## config.mk

```make
export PLATFORM = sky130hd
export DESIGN_NAME = channelizer_ctrl
export DESIGN_NICKNAME = d
export VERILOG_FILES = /design/src/rtl/channelizer_pkg.sv /design/src/rtl/channelizer_result_hs.sv /design/src/rtl/channelizer_ctrl.sv
export SDC_FILE = /design/constraint.sdc
export NUM_CORES = 1
export LEC_CHECK = 0
export CELL_PAD_IN_SITES_DETAIL_PLACEMENT = 1
export CELL_PAD_IN_SITES_GLOBAL_PLACEMENT = 2
export CORE_MARGIN = 5
export CORE_UTILIZATION = 34
export CTS_BUF_LIST = sky130_fd_sc_hd__clkbuf_4
export CTS_CLUSTER_SIZE = 25
export DETAILED_ROUTE_END_ITERATION = 8
export GPL_TIMING_DRIVEN = 0
export MAX_ROUTING_LAYER = met4
export PLACE_DENSITY_LB_ADDON = 0.1
export RECOVER_POWER = 50
export SYNTH_ARGS = -nofsm -noshare
export SYNTH_HDL_FRONTEND = slang
export SYNTH_SLANG_ARGS = --single-unit
export TNS_END_PERCENT = 5
```

## constraint.sdc

```tcl
create_clock -name clk -period 4.7 [get_ports clk]
set_input_delay 1.41 -clock clk [delete_from_list [all_inputs] [get_ports clk]]
set_output_delay 1.41 -clock clk [all_outputs]
set_load 0.1 [all_outputs]
```

## src/rtl/channelizer_pkg.sv

```systemverilog
// channelizer_pkg: shared types, defaults and helpers for the channelizer sequencer
package channelizer_pkg;
    localparam int FFT_LEN       = 1024;
    localparam int MAX_AVGS_LOG2 = 16;
    localparam int FRAME_CNT_W   = 32;

    typedef logic [7:0] n_avgs_t;

    typedef enum logic [1:0] {IDLE, SYNC, ACCUM} state_t;

    function automatic n_avgs_t clamp_n_avgs(input n_avgs_t n, input int max_log2);
        return (int'(n) > max_log2) ? n_avgs_t'(max_log2) : n;
    endfunction
endpackage

```

## src/rtl/channelizer_result_hs.sv

```systemverilog
// channelizer_result_hs: holds finished averages for the packetizer and tracks overruns
module channelizer_result_hs #(
    parameter int FRAME_CNT_W = channelizer_pkg::FRAME_CNT_W
) (
    input  logic                   clk,
    input  logic                   rst,
    input  logic                   dp_valid,
    input  logic                   pkt_ready,
    input  logic                   err_clr,
    output logic                   pkt_valid,
    output logic [FRAME_CNT_W-1:0] pkt_seq,
    output logic                   overflow
);
    logic                   pkt_valid_q, pkt_valid_d, overflow_q, overflow_d, accept;
    logic [FRAME_CNT_W-1:0] seq_q, seq_d;

    // A new result is offered unless one is already waiting unaccepted; then it is dropped and flagged
    always_comb begin
        accept      = pkt_valid_q & pkt_ready;
        pkt_valid_d = dp_valid | (pkt_valid_q & ~accept);
        seq_d       = accept ? seq_q + FRAME_CNT_W'(1) : seq_q;
        overflow_d  = (dp_valid & pkt_valid_q & ~pkt_ready) | (overflow_q & ~err_clr);
    end

    // Handshake state register
    always_ff @(posedge clk) begin
        if (rst) begin
            pkt_valid_q <= 1'b0;
            seq_q       <= '0;
            overflow_q  <= 1'b0;
        end else begin
            pkt_valid_q <= pkt_valid_d;
            seq_q       <= seq_d;
            overflow_q  <= overflow_d;
        end
    end

    assign pkt_valid = pkt_valid_q;
    assign pkt_seq   = seq_q;
    assign overflow  = overflow_q;
endmodule

```

## src/rtl/channelizer_ctrl.sv

```systemverilog
// channelizer_ctrl: frame/average sequencer driving the averaging datapath strobes
module channelizer_ctrl #(
    parameter int FFT_LEN       = channelizer_pkg::FFT_LEN,
    parameter int MAX_AVGS_LOG2 = channelizer_pkg::MAX_AVGS_LOG2,
    parameter int FRAME_CNT_W   = channelizer_pkg::FRAME_CNT_W
) (
    input  logic                   clk,
    input  logic                   rst,
    input  logic                   enable,
    input  logic                   cfg_wr,
    input  logic [7:0]             cfg_n_avgs,
    input  logic                   fft_valid,
    input  logic                   fft_last,
    output logic                   acc_en,
    output logic                   acc_first,
    output logic                   acc_dump,
    input  logic                   dp_valid,
    output logic                   pkt_valid,
    input  logic                   pkt_ready,
    output logic [FRAME_CNT_W-1:0] pkt_seq,
    output logic [7:0]             active_n_avgs,
    output logic                   sync_err,
    output logic                   overflow,
    input  logic                   err_clr
);
    import channelizer_pkg::*;

    localparam int SW = $clog2(FFT_LEN);
    localparam int FW = MAX_AVGS_LOG2 + 1;
    localparam logic [SW-1:0] SAMP_MAX = SW'(FFT_LEN - 1);
    localparam logic [SW-1:0] SAMP_ONE = SW'(1);
    localparam logic [FW-1:0] FRM_ONE  = FW'(1);

    state_t        state_q, state_d;
    logic [SW-1:0] samp_cnt_q, samp_cnt_d;
    logic [FW-1:0] frm_cnt_q, frm_cnt_d, frm_tgt;
    n_avgs_t       active_q, active_d, pend_q, pend_d;
    logic          pend_vld_q, pend_vld_d, sync_err_q, sync_err_d;
    logic          bad, boundary;

    // Strobes are zero-latency; a misaligned frame edge suppresses the dump it would have produced
    always_comb begin
        frm_tgt   = (FRM_ONE << active_q) - FRM_ONE;
        acc_en    = fft_valid & (state_q == ACCUM);
        bad       = acc_en & (fft_last ? samp_cnt_q != SAMP_MAX : samp_cnt_q == SAMP_MAX);
        acc_first = acc_en & (frm_cnt_q == '0);
        acc_dump  = acc_en & fft_last & (frm_cnt_q == frm_tgt) & ~bad;
    end

    // Frame FSM; boundary marks the cycle where frm_cnt returns to 0 and pending config may apply
    always_comb begin
        state_d    = state_q;
        samp_cnt_d = samp_cnt_q;
        frm_cnt_d  = frm_cnt_q;
        boundary   = 1'b0;
        case (state_q)
            IDLE: if (enable) state_d = SYNC;
            SYNC: if (fft_valid & fft_last) begin
                state_d    = ACCUM;
                samp_cnt_d = '0;
                frm_cnt_d  = '0;
                boundary   = 1'b1;
            end
            ACCUM: if (bad) state_d = SYNC;
            else if (acc_en) begin
                samp_cnt_d = samp_cnt_q + SAMP_ONE;
                if (fft_last) begin
                    frm_cnt_d = acc_dump ? '0 : frm_cnt_q + FRM_ONE;
                    boundary  = acc_dump;
                    if (!enable) state_d = IDLE;
                end
            end
            default: state_d = IDLE;
        endcase
        pend_d     = cfg_wr ? clamp_n_avgs(cfg_n_avgs, MAX_AVGS_LOG2) : pend_q;
        pend_vld_d = cfg_wr | (pend_vld_q & ~boundary);
        active_d   = (boundary & pend_vld_q & ~cfg_wr) ? pend_q : active_q;
        sync_err_d = bad | (sync_err_q & ~err_clr);
    end

    // Sequencer state register
    always_ff @(posedge clk) begin
        if (rst) begin
            state_q    <= IDLE;
            samp_cnt_q <= '0;
            frm_cnt_q  <= '0;
            active_q   <= '0;
            pend_q     <= '0;
            pend_vld_q <= 1'b0;
            sync_err_q <= 1'b0;
        end else begin
            state_q    <= state_d;
            samp_cnt_q <= samp_cnt_d;
            frm_cnt_q  <= frm_cnt_d;
            active_q   <= active_d;
            pend_q     <= pend_d;
            pend_vld_q <= pend_vld_d;
            sync_err_q <= sync_err_d;
        end
    end

    assign active_n_avgs = active_q;
    assign sync_err      = sync_err_q;

    channelizer_result_hs #(.FRAME_CNT_W(FRAME_CNT_W)) u_hs (
        .clk       (clk),
        .rst       (rst),
        .dp_valid  (dp_valid),
        .pkt_ready (pkt_ready),
        .err_clr   (err_clr),
        .pkt_valid (pkt_valid),
        .pkt_seq   (pkt_seq),
        .overflow  (overflow)
    );
endmodule

```

Word level (Yosys, flattened, before mapping)
Index checks and enable logic that the tools add are counted.
- word-level logic and storage cells: 85
- flip-flop bits (word level): 81
- output and inout port bits: 46
- input port bits: 17
- $add $sub $neg: 4
- muxes and demuxes: 24
- equal/unequal tests: 13
- shift-type cells: 1
- bitwise gates (word level): 26
- $lt $le $gt $ge: 1
- reductions and logical operators: 6
- operator list (kind ; number):
    17-bit 2-to-1 mux ; 5
    17-bit case mux with 2 select lines ; 1
    32-bit by 1-bit adder with 32-bit output (second input constant) ; 1
    10-bit 2-to-1 mux ; 3
    10-bit case mux with 2 select lines ; 1
    17-bit by 1-bit adder with 17-bit output (second input constant) ; 1
    17-bit == test ; 1
    17-bit logical NOT ; 1
    1-bit by 8-bit << shifter with 17-bit output (first input constant) ; 1
    17-bit by 1-bit subtractor with 17-bit output (second input constant) ; 1
    1-bit AND ; 16
    2-bit 2-to-1 mux ; 6
    10-bit by 1-bit adder with 10-bit output (second input constant) ; 1
    10-bit == test (second input constant) ; 1
    10-bit inequality test (second input constant) ; 1
    2-bit inequality test (second input constant) ; 5
    5-bit AND reduction ; 2
    3-bit inequality test (second input constant) ; 3
    8-bit by 5-bit greater-than comparator with 1-bit output (second input constant) ; 1
    8-bit 2-to-1 mux ; 1
    1-bit NOT ; 6
    2-bit case mux with 3 select lines ; 1
    1-bit 2-to-1 mux ; 5
    1-bit bitwise OR ; 4
    6 further kinds ; 6

Depth between registers and ports, before layout
Gate-level depths: netlist of run 1.
- depth after elaboration: 12
- gate-level depth with buffers: 16
- depth with buffers taken out: 11

Modules after synthesis
A second synthesis of run 1 with hierarchy kept.
- cells, all modules: 552
- area total of the unflattened synthesis: 4443.0 um2
- by module, submodules not included (module ; times used ; cells an instance ; area each (um2) ; seq. area each (um2)):
    channelizer_ctrl ; 1 ; 368 ; 2869.0 ; 940.9
    channelizer_result_hs ; 1 ; 184 ; 1574.0 ; 680.7

Worst setup path after synthesis of run 1
Ideal clock, no wire load.
- kind: register -> output
- from: reg active_q[4] (netlist: active_n_avgs[4])
- to: out acc_dump
- arrival: 6019 ps
- buffers on the path: 4
- slack: -2729 ps
- cell stages (with the launch flop): 14
- data required time: 3290 ps
- cells stage by stage: dfxtp_1 -> clkbuf_8 -> nor4_1 -> buf_4 -> nand4b_1 -> ha_1 -> clkdlybuf4s15_2 -> clkbuf_1 -> a211o_1 -> a31oi_1 -> o32a_1 -> mux2i_1 -> nand4_1 -> nor4_1
- longest elaborated chain between the ends: 5
- RTL lines (element ; line ; text):
    start: declaration ; channelizer_ctrl.sv:37 ; n_avgs_t active_q, active_d, pend_q, pend_d;
    start signal: assignment ; channelizer_ctrl.sv:95 ; active_q <= active_d;
    1-bit by 8-bit << shifter with 17-bit output ; channelizer_ctrl.sv:43 ; frm_tgt = (FRM_ONE << active_q) - FRM_ONE;
    17-bit by 1-bit subtractor with 17-bit output ; channelizer_ctrl.sv:43 ;
    17-bit == test ; channelizer_ctrl.sv:47 ; acc_dump = acc_en & fft_last & (frm_cnt_q == frm_tgt) & ~bad;
    1-bit AND (2 in a row) ; channelizer_ctrl.sv:47 ;
    end: declaration ; channelizer_ctrl.sv:16 ; output logic acc_dump,
No other way between the ends.

Worst setup path in the final report of run 1
Ends and elaborated chain as after synthesis.

==> results of run 1 <==
routing by layer:
layer | up-vias | track usage [%] | routed length (um)
met5 | - | - | 0
li1 | 2117 | - | -
met4 | 0 | 4.48 | 221
met3 | 16 | 4.33 | 467
met1 | 2073 | 21.2 | 6270
met2 | 67 | 29.4 | 6670
flip-flops by register name (all words and copies together), names as in the netlist, 2 cells and up:
register and count:
state_q 2, active_n_avgs 8, samp_cnt_q 10, u_hs.pkt_seq 32, pend_q 8, frm_cnt_q 17
worst min path at each step:
stage / startpoint / end / slack [ns]
floorplan: pend_q[1] / active_n_avgs[1] / 0.42
global placement: pend_q[1] / active_n_avgs[1] / 0.44
finish: pend_q[1] / active_n_avgs[1] / 0.46
CTS: pend_q[1] / active_n_avgs[1] / 0.46
global route: pend_q[4] / active_n_avgs[4] / 0.48
detailed placement: pend_q[1] / active_n_avgs[1] / 0.44
per-stage QoR:
stage               total power [W]  setup WS, ns  hold slack, ns  std cells  TNS (ns)
finish                      0.00133        0.0771           0.457        822         0
global route                0.00141        -0.135           0.483        822    -0.135
CTS                         0.00136       0.00252           0.465        816         0
detailed placement         0.000933         -1.30           0.444        798     -1.86
global placement           0.000926         -1.28           0.437        798     -1.82
floorplan                  0.000870        -0.271           0.423        563    -0.271
cell usage after synthesis (9+ instances only):
master	instances
nand4_1	24
dfxtp_1	81
mux2i_1	14
nand2_1	56
clkbuf_1	12
o21ai_0	20
inv_1	17
a21oi_1	17
xnor2_1	19
nor2_1	89
nor3_1	16
and3_1	10
nor4_1	11
ha_1	9
nand3_1	28
xor2_1	38
cell type report:
cell class	count	area, um2	share of cell area (%)
Buffer	26	238	4.13
Clock inverter	6	57.6	1.00
Tap cell	176	220	3.83
Sequential cell	81	1640	28.4
Timing Repair Buffer	69	678	11.8
Inverter	17	63.8	1.11
Multi-Input combinational cell	437	2790	48.4
Clock buffer	10	75.1	1.30
repair_timing:
item,in CTS,in global routing
endpoints found under the setup margin,3,2
gates resized for setup,20,12
setup buffers,3,6
cloned,0,1
pin swaps,3,10
kinds of logic (layout without fill, tap and decap cells):
| kind of cell | Yosys count | count (layout) | synth area share, % |
|---|---|---|---|
| mux | 15 | 15 | 3.28 |
| simple gates | 287 | 287 | 31.8 |
| fa+ha+maj | 9 | 9 | 2.44 |
| compound gates | 69 | 69 | 9.85 |
| xor+xnor | 57 | 57 | 10.8 |
| buf+inv | 45 | 128 | 6.74 |
| flops | 81 | 81 | 35.1 |
critical path, cell delays in order (launching register included):
cell      delay, ns
dfxtp_4        0.40
nor4_4         0.33
buf_6          0.16
nand4b_1       0.15
ha_4           0.24
nor4_2         0.20
a32o_1         0.23
a22oi_2        0.07
xnor2_1        0.15
nand4b_1       0.24
nor4_4         0.32
buf_6          0.26
report_power, final:
group	leakage, nW	switching, W	total (W)	internal [W]
Clock	0.0758	0.000252	0.000417	0.000165
Combinational	1.30	0.000136	0.000206	0.0000703
Sequential	0.658	0.0000123	0.000710	0.000697
==> metrics.txt, run 1 <==
Mapped Area=0.00462 mm2; Critical Path Sink Type=output port; dpl cell area=approximately 0.0055 mm2; share of flip-flops with an asynchronous set or reset=0%; share of post-route cells with drive strength above 1=11.8%; CP Data Arrival Time=3.21 ns; Rel. slew slack=31.8%; RSZ-0062 raised after global routing=true; first-pass GRT wire length=22,400 um; via/cell ratio=5.20; post-DP HPWL=10,200 um; Synth Net Count=589; largest net degree at the start of global routing=14; CTS tree=built; worst path required time=3.29 ns; Setup Skew=roughly 0.027 ns; final worst path period need=between 4 and 5 ns; post-synthesis sequential area ratio=35.1%; Root Driver=clkbuf_4; Power Density=232 mW/mm2; Hold Path Depth=2; CP Class=reg -> out; GRT Overall Usage=17.5%; leakage power=2.04 nW; vias in the first global route=4,529; core area=0.0133 mm2; Slew Limit Fails=0; r2r endpoint=active_n_avgs[7]; drt first pass iters=4; count of final hold-check violations=0; RR Startpoint=active_n_avgs[4]; reg2reg path depth=12; Reg2Reg Setup Slack=around 0.9 ns; Clock Sink Count=about 80; Avg Inst Size Synth=8.21 um2; design area=0.00575 mm2; CP Launch Point=active_n_avgs[4]; startpoint type of the worst setup path=flip-flop; routed wire length per instance=16.6 um; TritonCTS Buffers=9; Yosys top cell by area=dfxtp_1; number of core rows=42; Yosys Warn Count=0; CTS Hold Bufs=0; Longest Clk Path Bufs=2; post-synth top area share=35.1%; Area Overhead vs Synth=24.5%; status=finished clean; vias=~4,300; top cells by area, synth=dfxtp_1 35%, nor2_1 7.2%, xor2_1 7.2%, nand2_1 4.5%, xnor2_1 3.6%; VDD IR max=0.117 mV; Port Buf Inserts=just under 60; CP Max Fanout=7; Most used DFF post-synth=dfxtp_1; Fill cells=1,612; Yosys reg bits=81; EDFF count, synth=0; GP Congestion=0.813; most common cell after layout, fill and taps aside=nor2_1; Die X=127 um; Mapped Cells=563; Max Cap Violations=0; Yosys cell types=64; fmax=216 MHz; Skew-Pair Late Insertion Delay=0.46 ns; Initial Util=34.8%; H-tree depth=3; Critical Path Sink=acc_dump; Antenna Cells=0; grt total ovfl=0; die area=0.0160 mm2; Die Y=~130 um; period utilization=a little over nine tenths; worst min path class=reg -> reg; clock transition at the registers of the reported paths=0.12 ns; final setup vio count=0; First DRT Iteration DRCs=about 150; fin nets=667; DRC Markers=0; post-route antenna net violation count=0; Worst-Margin Slew=1.02 ns; commonest non-fill, non-tap cells in the layout=86 x nor2_1, 73 x dfxtp_1, 56 x nand2_1; initial antenna violation count=0; Post-Route WL=approximately 14,000 um; Ports=63; fin util=43.3%
(Power assumes the default switching activity.)
==> run 2: changes to the inputs <==
--- a/config.mk
+++ b/config.mk
@@ -16,6 +16,7 @@
 export MAX_ROUTING_LAYER = met4
 export PLACE_DENSITY_LB_ADDON = 0.1
 export RECOVER_POWER = 50
+export SKIP_LAST_GASP = 1
 export SYNTH_ARGS = -nofsm -noshare
 export SYNTH_HDL_FRONTEND = slang
 export SYNTH_SLANG_ARGS = --single-unit
==> run 2 against run 1 <==
Effect of this change:
- critical path depth stayed put
- clock skew barely moved
- die area unchanged
- final cell count is the same
- flip-flop and latch count stayed put
- combinational power about the same
- highest routed layer unchanged
==> metrics.txt, run 2 (synthesis results as in run 1) <==
register area=0.00164 mm2 (unchanged); first-pass GRT wire length=22,400 um (-0.12%); CP peak stage delay=0.40 ns (about the same); Hold Path Depth=2 (unchanged); Area Overhead vs Synth=24.5% (unchanged); area of the multi-input gates=0.00279 mm2 (unchanged); Initial Util=34.8% (unchanged); Critical Path Sink Type=output port; Rel. slew slack=31.8% (-0.059 points); worst-path cell with the longest stage delay=dfxtp_4; CTS tree=built; max FFs per register=32 (unchanged); routed wire length per instance=16.6 um (-0.23%); initial antenna violation count=0 (unchanged); cell breakdown of the critical path=nor4_4 > buf_6 > nand4b_1 > ha_4 > nor4_2 > a32o_1 > a22oi_2 > xnor2_1 > nand4b_1 > nor4_4 > buf_6; H-tree depth=3 (unchanged); hold path start=pend_q[1]; fin nets=667 (unchanged); First DRT Iteration DRCs=136 (-6.2%); RSZ-0062 raised after global routing=true; period utilization=98.2% (-0.16 points); status=finished clean; Reg2Reg Setup Slack=0.91 ns (about the same); CP Data Arrival Time=3.21 ns (about the same); Clock Sink Count=81 (unchanged); reg2reg path depth=11 (-1); core area=0.0133 mm2 (unchanged); Power Density=232 mW/mm2 (about the same); RR Startpoint=active_n_avgs[4]; Ports=63 (unchanged); CP Buf/Inv Count=2 (unchanged); Slew Limit Fails=0 (unchanged); CP Class=reg -> out; fmax=217 MHz (+0.17%); Max Cap Violations=0 (unchanged); DRC Markers=0 (unchanged); dpl cell area=0.00548 mm2 (unchanged); final setup vio count=0 (unchanged); worst min path class=reg -> reg; post-route antenna net violation count=0 (unchanged); Post-Route WL=13,600 um (-0.23%); r2r endpoint=active_n_avgs[7]; clock transition at the registers of the reported paths=0.12 ns (about the same); worst path required time=3.29 ns (about the same); drt first pass iters=4 (unchanged); vias=4,278 (+0.12%); commonest non-fill, non-tap cells in the layout=86 x nor2_1, 73 x dfxtp_1, 56 x nand2_1; Crit path max-delay family=simple AND/OR/NAND/NOR gates; number of core rows=42 (unchanged); cell depth of the worst setup path=11 (unchanged); Root Driver=clkbuf_4; Worst-Margin Slew=1.02 ns (+0.000877 ns); TritonCTS Buffers=9 (unchanged); final worst path period need=4.62 ns (-0.00761 ns); GP Congestion=0.813 (unchanged); Die Y=127 um (unchanged); leakage power=2.04 nW (unchanged); Longest Clk Path Bufs=2 (unchanged); count of final hold-check violations=0 (unchanged); vias in the first global route=4,527 (-0.044%); via/cell ratio=5.20 (+0.12%); most common cell after layout, fill and taps aside=nor2_1; post-DP HPWL=10,200 um (unchanged); Antenna Cells=0 (unchanged); GRT Overall Usage=17.5% (-0.045 points); Fill cells=1,612 (unchanged); design area=0.00575 mm2 (unchanged); share of post-route cells with drive strength above 1=11.8% (unchanged); grt total ovfl=0 (unchanged); VDD IR max=0.117 mV (about the same); die area=0.0160 mm2 (unchanged); Skew-Pair Late Insertion Delay=0.47 ns (about the same); startpoint type of the worst setup path=flip-flop; largest net degree at the start of global routing=14 (unchanged); CP Max Fanout=7 (unchanged); Critical Path Sink=acc_dump; CP Launch Point=active_n_avgs[4]; dpl cells=798 (unchanged); Port Buf Inserts=59 (unchanged); Die X=127 um (unchanged); Setup Skew=0.0268 ns (+0.000248 ns); Non-Filler Instances=822 (unchanged)
==> run 2: cell counts in the layout (fill, tap and decap cells not counted) <==
Identical to the previous run, type by type.
==> run 2: worst register-to-register path: cells and delay by family, from the launching register on <==
| kind | cells | cell delay [ns] |
|---|---|---|
| buf+inv | 1 | 0.15 |
| fa+ha+maj | 1 | 0.29 |
| flops | 1 | 0.40 |
| xor+xnor | 1 | 0.14 |
| compound gates | 1 | 0.71 |
| simple gates | 6 | 1.77 |
| mux | 1 | 0.25 |
==> run 2: final cells by class <==
| class | count | area share, % |
|---|---|---|
| clock inverters | 6 | 1.00 |
| flip-flops and latches | 81 | 28.4 |
| multi-input cells | 437 | 48.4 |
| well taps | 176 | 3.83 |
| plain buffers | 26 | 4.13 |
| repair buffers | 69 | 11.8 |
| inverters | 17 | 1.11 |
| clock buffers | 10 | 1.30 |
==> run 2: through the flow <==
step                      worst slack, ns  hold WS, ns  power, W  utilization (%)  TNS, ns
after floorplan                    -0.271        0.423  0.000870                -   -0.271
after global placement              -1.28        0.437  0.000926             41.2    -1.82
after detailed placement            -1.30        0.444  0.000933             41.2    -1.86
after CTS                         -0.0912        0.465   0.00136             42.5  -0.0912
after global routing               -0.135        0.483   0.00141             43.3   -0.135
final                              0.0847        0.457   0.00133             43.3        0
==> run 2: report_power, final <==
group	leakage, nW	internal (W)	switching (W)
Sequential	0.658	0.000697	0.0000123
Clock	0.0758	0.000165	0.000252
Combinational	1.30	0.0000703	0.000136
Total	2.04	0.000933	0.000401
==> run 2: worst min path at each step <==
stage,endpoint
after global routing,active_n_avgs[4]
after detailed placement,active_n_avgs[1]
after floorplan,active_n_avgs[1]
after CTS,active_n_avgs[1]
after global placement,active_n_avgs[1]
final,active_n_avgs[1]
==> run 2: timing repair <==
item	in CTS	in global routing
gates resized for setup	17	15
hold buffers	0	0
cloned	0	1
pin swaps	3	10
setup endpoints to repair	3	2
hold endpoints to repair	0	0
buffers inserted	3	6
==> run 2: per-layer routing <==
layer | part of all wire (%) | up-vias | GRT usage (%)
li1 | - | 2120 | -
met2 | 49 | 69 | 29.3
met4 | 1.6 | 0 | 4.48
met5 | 0 | - | -
met1 | 45 | 2073 | 21.2
met3 | 3.8 | 16 | 4.33
==> run 3: changes to the inputs <==
--- a/config.mk
+++ b/config.mk
@@ -12,9 +12,9 @@
 export CTS_BUF_LIST = sky130_fd_sc_hd__clkbuf_4
 export CTS_CLUSTER_SIZE = 25
 export DETAILED_ROUTE_END_ITERATION = 8
-export GPL_TIMING_DRIVEN = 0
+export GPL_TIMING_DRIVEN = 1
 export MAX_ROUTING_LAYER = met4
-export PLACE_DENSITY_LB_ADDON = 0.1
+export PLACE_DENSITY = 0.85
 export RECOVER_POWER = 50
 export SKIP_LAST_GASP = 1
 export SYNTH_ARGS = -nofsm -noshare
==> run 3 against run 2 <==
Effect of this change:
- clock power is 1% lower
- flip-flop and latch count stayed put
- core utilization is 1.5 points lower
- critical path depth is 1 lower
- first-iteration DRC count is 25% higher
- die area stayed put
- worst hold slack better by 0.010 ns
- combinational power hardly changed
- via count is 2.6% lower
- highest routed layer unchanged
==> metrics.txt, run 3 (synthesis results as in run 1) <==
status=finished clean; CP peak stage delay=0.56 ns (+0.16 ns); via/cell ratio=5.20 (-0.14%); worst-path cell with the longest stage delay=dfxtp_2; fin nets=646 (-3.1%); number of core rows=42 (unchanged); H-tree depth=3 (unchanged); Die Y=127 um (unchanged); Port Buf Inserts=62 (+5.1%); Most common cell on crit path=nand4b_1; First DRT Iteration DRCs=170 (+25%); final worst path period need=4.50 ns (-0.118 ns); share of post-route cells with drive strength above 1=9.76% (-2.0 points); RSZ-0062 raised after global routing=false; Reg2Reg Setup Slack=0.97 ns (+0.06 ns); area of the multi-input gates=0.00277 mm2 (-0.54%); period utilization=95.7% (-2.5 points); fin util=41.8% (-1.5 points); worst path required time=3.29 ns (about the same); cell breakdown of the critical path=nor2_2 > nand4b_1 > ha_2 > nor4_2 > a32o_1 > a22oi_1 > xnor2_1 > nand4b_1 > nor4_4 > buf_12; CTS tree=built; dpl cells=784 (-1.8%); Clock Sink Count=81 (unchanged); routed wire length per instance=16.0 um (-3.3%); Root Driver=clkbuf_4; dpl ws=-0.166 ns (+1.13 ns); startpoint type of the worst setup path=flip-flop; post-route antenna net violation count=0 (unchanged); GP Congestion=0.831 (+2.2%); Ports=63 (unchanged); Slew Limit Fails=0 (unchanged); worst min path class=reg -> reg; Post-Route WL=12,800 um (-5.7%); Fill cells=1,614 (+0.12%); CP Max Fanout=17 (+10); CP Buf/Inv Count=1 (-1); dpl cell area=0.00537 mm2 (-2.0%); final worst setup slack=0.203 ns (+0.118 ns); die area=0.0160 mm2 (unchanged); VDD IR max=0.161 mV (+37%); Setup Skew=0.0182 ns (-0.00864 ns); core area=0.0133 mm2 (unchanged); final setup vio count=0 (unchanged); Initial Util=34.8% (unchanged); grt total ovfl=0 (unchanged); GRT Overall Usage=16.5% (-0.98 points); Longest Clk Path Bufs=2 (unchanged); post-DP HPWL=9580 um (-6.2%); leakage power=1.92 nW (-5.6%); fmax=222 MHz (+2.6%); initial antenna violation count=1 (+1); Crit path max-delay family=simple AND/OR/NAND/NOR gates; design area=0.00556 mm2 (-3.4%); count of final hold-check violations=0 (unchanged); Min Hold Slack=0.467 ns (+0.0102 ns); Area Overhead vs Synth=20.2%; Max Cap Violations=0 (unchanged); vias in the first global route=4,362 (-3.6%); max FFs per register=32 (unchanged); Power Density=239 mW/mm2 (+3.3%); most common cell after layout, fill and taps aside=nor2_1; vias=4,168 (-2.6%); Die X=127 um (unchanged); clock transition at the registers of the reported paths=0.12 ns (about the same); Critical Path Sink Type=output port; Rel. slew slack=31.5% (-0.32 points); commonest non-fill, non-tap cells in the layout=87 x nor2_1, 73 x dfxtp_1, 55 x nand2_1; first-pass GRT wire length=21,300 um (-4.7%); largest net degree at the start of global routing=54 (+40); Non-Filler Instances=802 (-2.4%); register area=0.00164 mm2 (unchanged); CP Data Arrival Time=3.09 ns (-0.12 ns); drt first pass iters=4 (unchanged); Worst-Margin Slew=1.02 ns (+0.00480 ns); DRC Markers=0 (unchanged); CP Class=reg -> out; Skew-Pair Late Insertion Delay=0.45 ns (-0.02 ns); TritonCTS Buffers=9 (unchanged)
==> run 3: cell count changes in the layout (fill, tap and decap cells not counted), moves of 2 or more <==
cell	before	now
buf_12	0	3
clkbuf_1	11	3
clkinvlp_4	0	2
buf_6	3	0
buf_4	11	9
clkbuf_8	7	0
==> run 3: final timing paths <==
path                     from                to  cells past startpoint
min reg2reg         pend_q[2]  active_n_avgs[2]                      2
max reg2reg  active_n_avgs[5]  active_n_avgs[0]                     10
max          active_n_avgs[2]          acc_dump                     10
min                 pend_q[2]  active_n_avgs[2]                      2
==> run 3: worst reg2reg max path, stage by stage (launching register included) <==
cell,delay [ns]
dfxtp_2,0.39
nor4_4,0.33
nand3_1,0.13
ha_2,0.31
xnor2_1,0.15
nor4b_1,0.48
nand4_1,0.16
and4bb_1,0.28
nand4_1,0.43
a211oi_4,0.73
mux2i_1,0.27
==> run 3: repair_timing <==
action / in CTS / in global routing
hold buffers: 0 / 0
gates resized for setup: 7 / 8
pin swaps: 2 / 5
endpoints found under the setup margin: 1 / 1
setup buffers: 1 / 0
==> run 3: power breakdown <==
part | internal (W) | switching, W | total (W)
combinational | 0.0000751 | 0.000132 | 0.000207
clock | 0.000161 | 0.000253 | 0.000414
sequential | 0.000697 | 0.0000117 | 0.000709
==> run 3: cell type report <==
cell class / count / share of cell area [%]
multi-input cells: 437 / 49.8
flip-flops and latches: 81 / 29.4
repair buffers: 74 / 13.1
well taps: 176 / 3.96
clock inverters: 7 / 1.26
clock buffers: 9 / 1.22
inverters: 17 / 1.15
diodes: 1 / 0.0450
==> run 3: per-layer routing <==
layer  vias up  track usage, %  wire (um)
li1       2074               -          -
met1      2023            19.4       5780
met2        61            28.1       6400
met3        10            5.17        546
met4         0            3.09        110
met5         -               -          0
==> run 3: metrics by stage <==
| step | total power [W] | setup TNS (ns) |
|---|---|---|
| finish | 0.00133 | 0 |
| global route | 0.00141 | 0 |
| CTS | 0.00136 | 0 |
| detailed placement | 0.000936 | -0.166 |
| global placement | 0.000929 | -0.0987 |
| floorplan | 0.000870 | -0.271 |
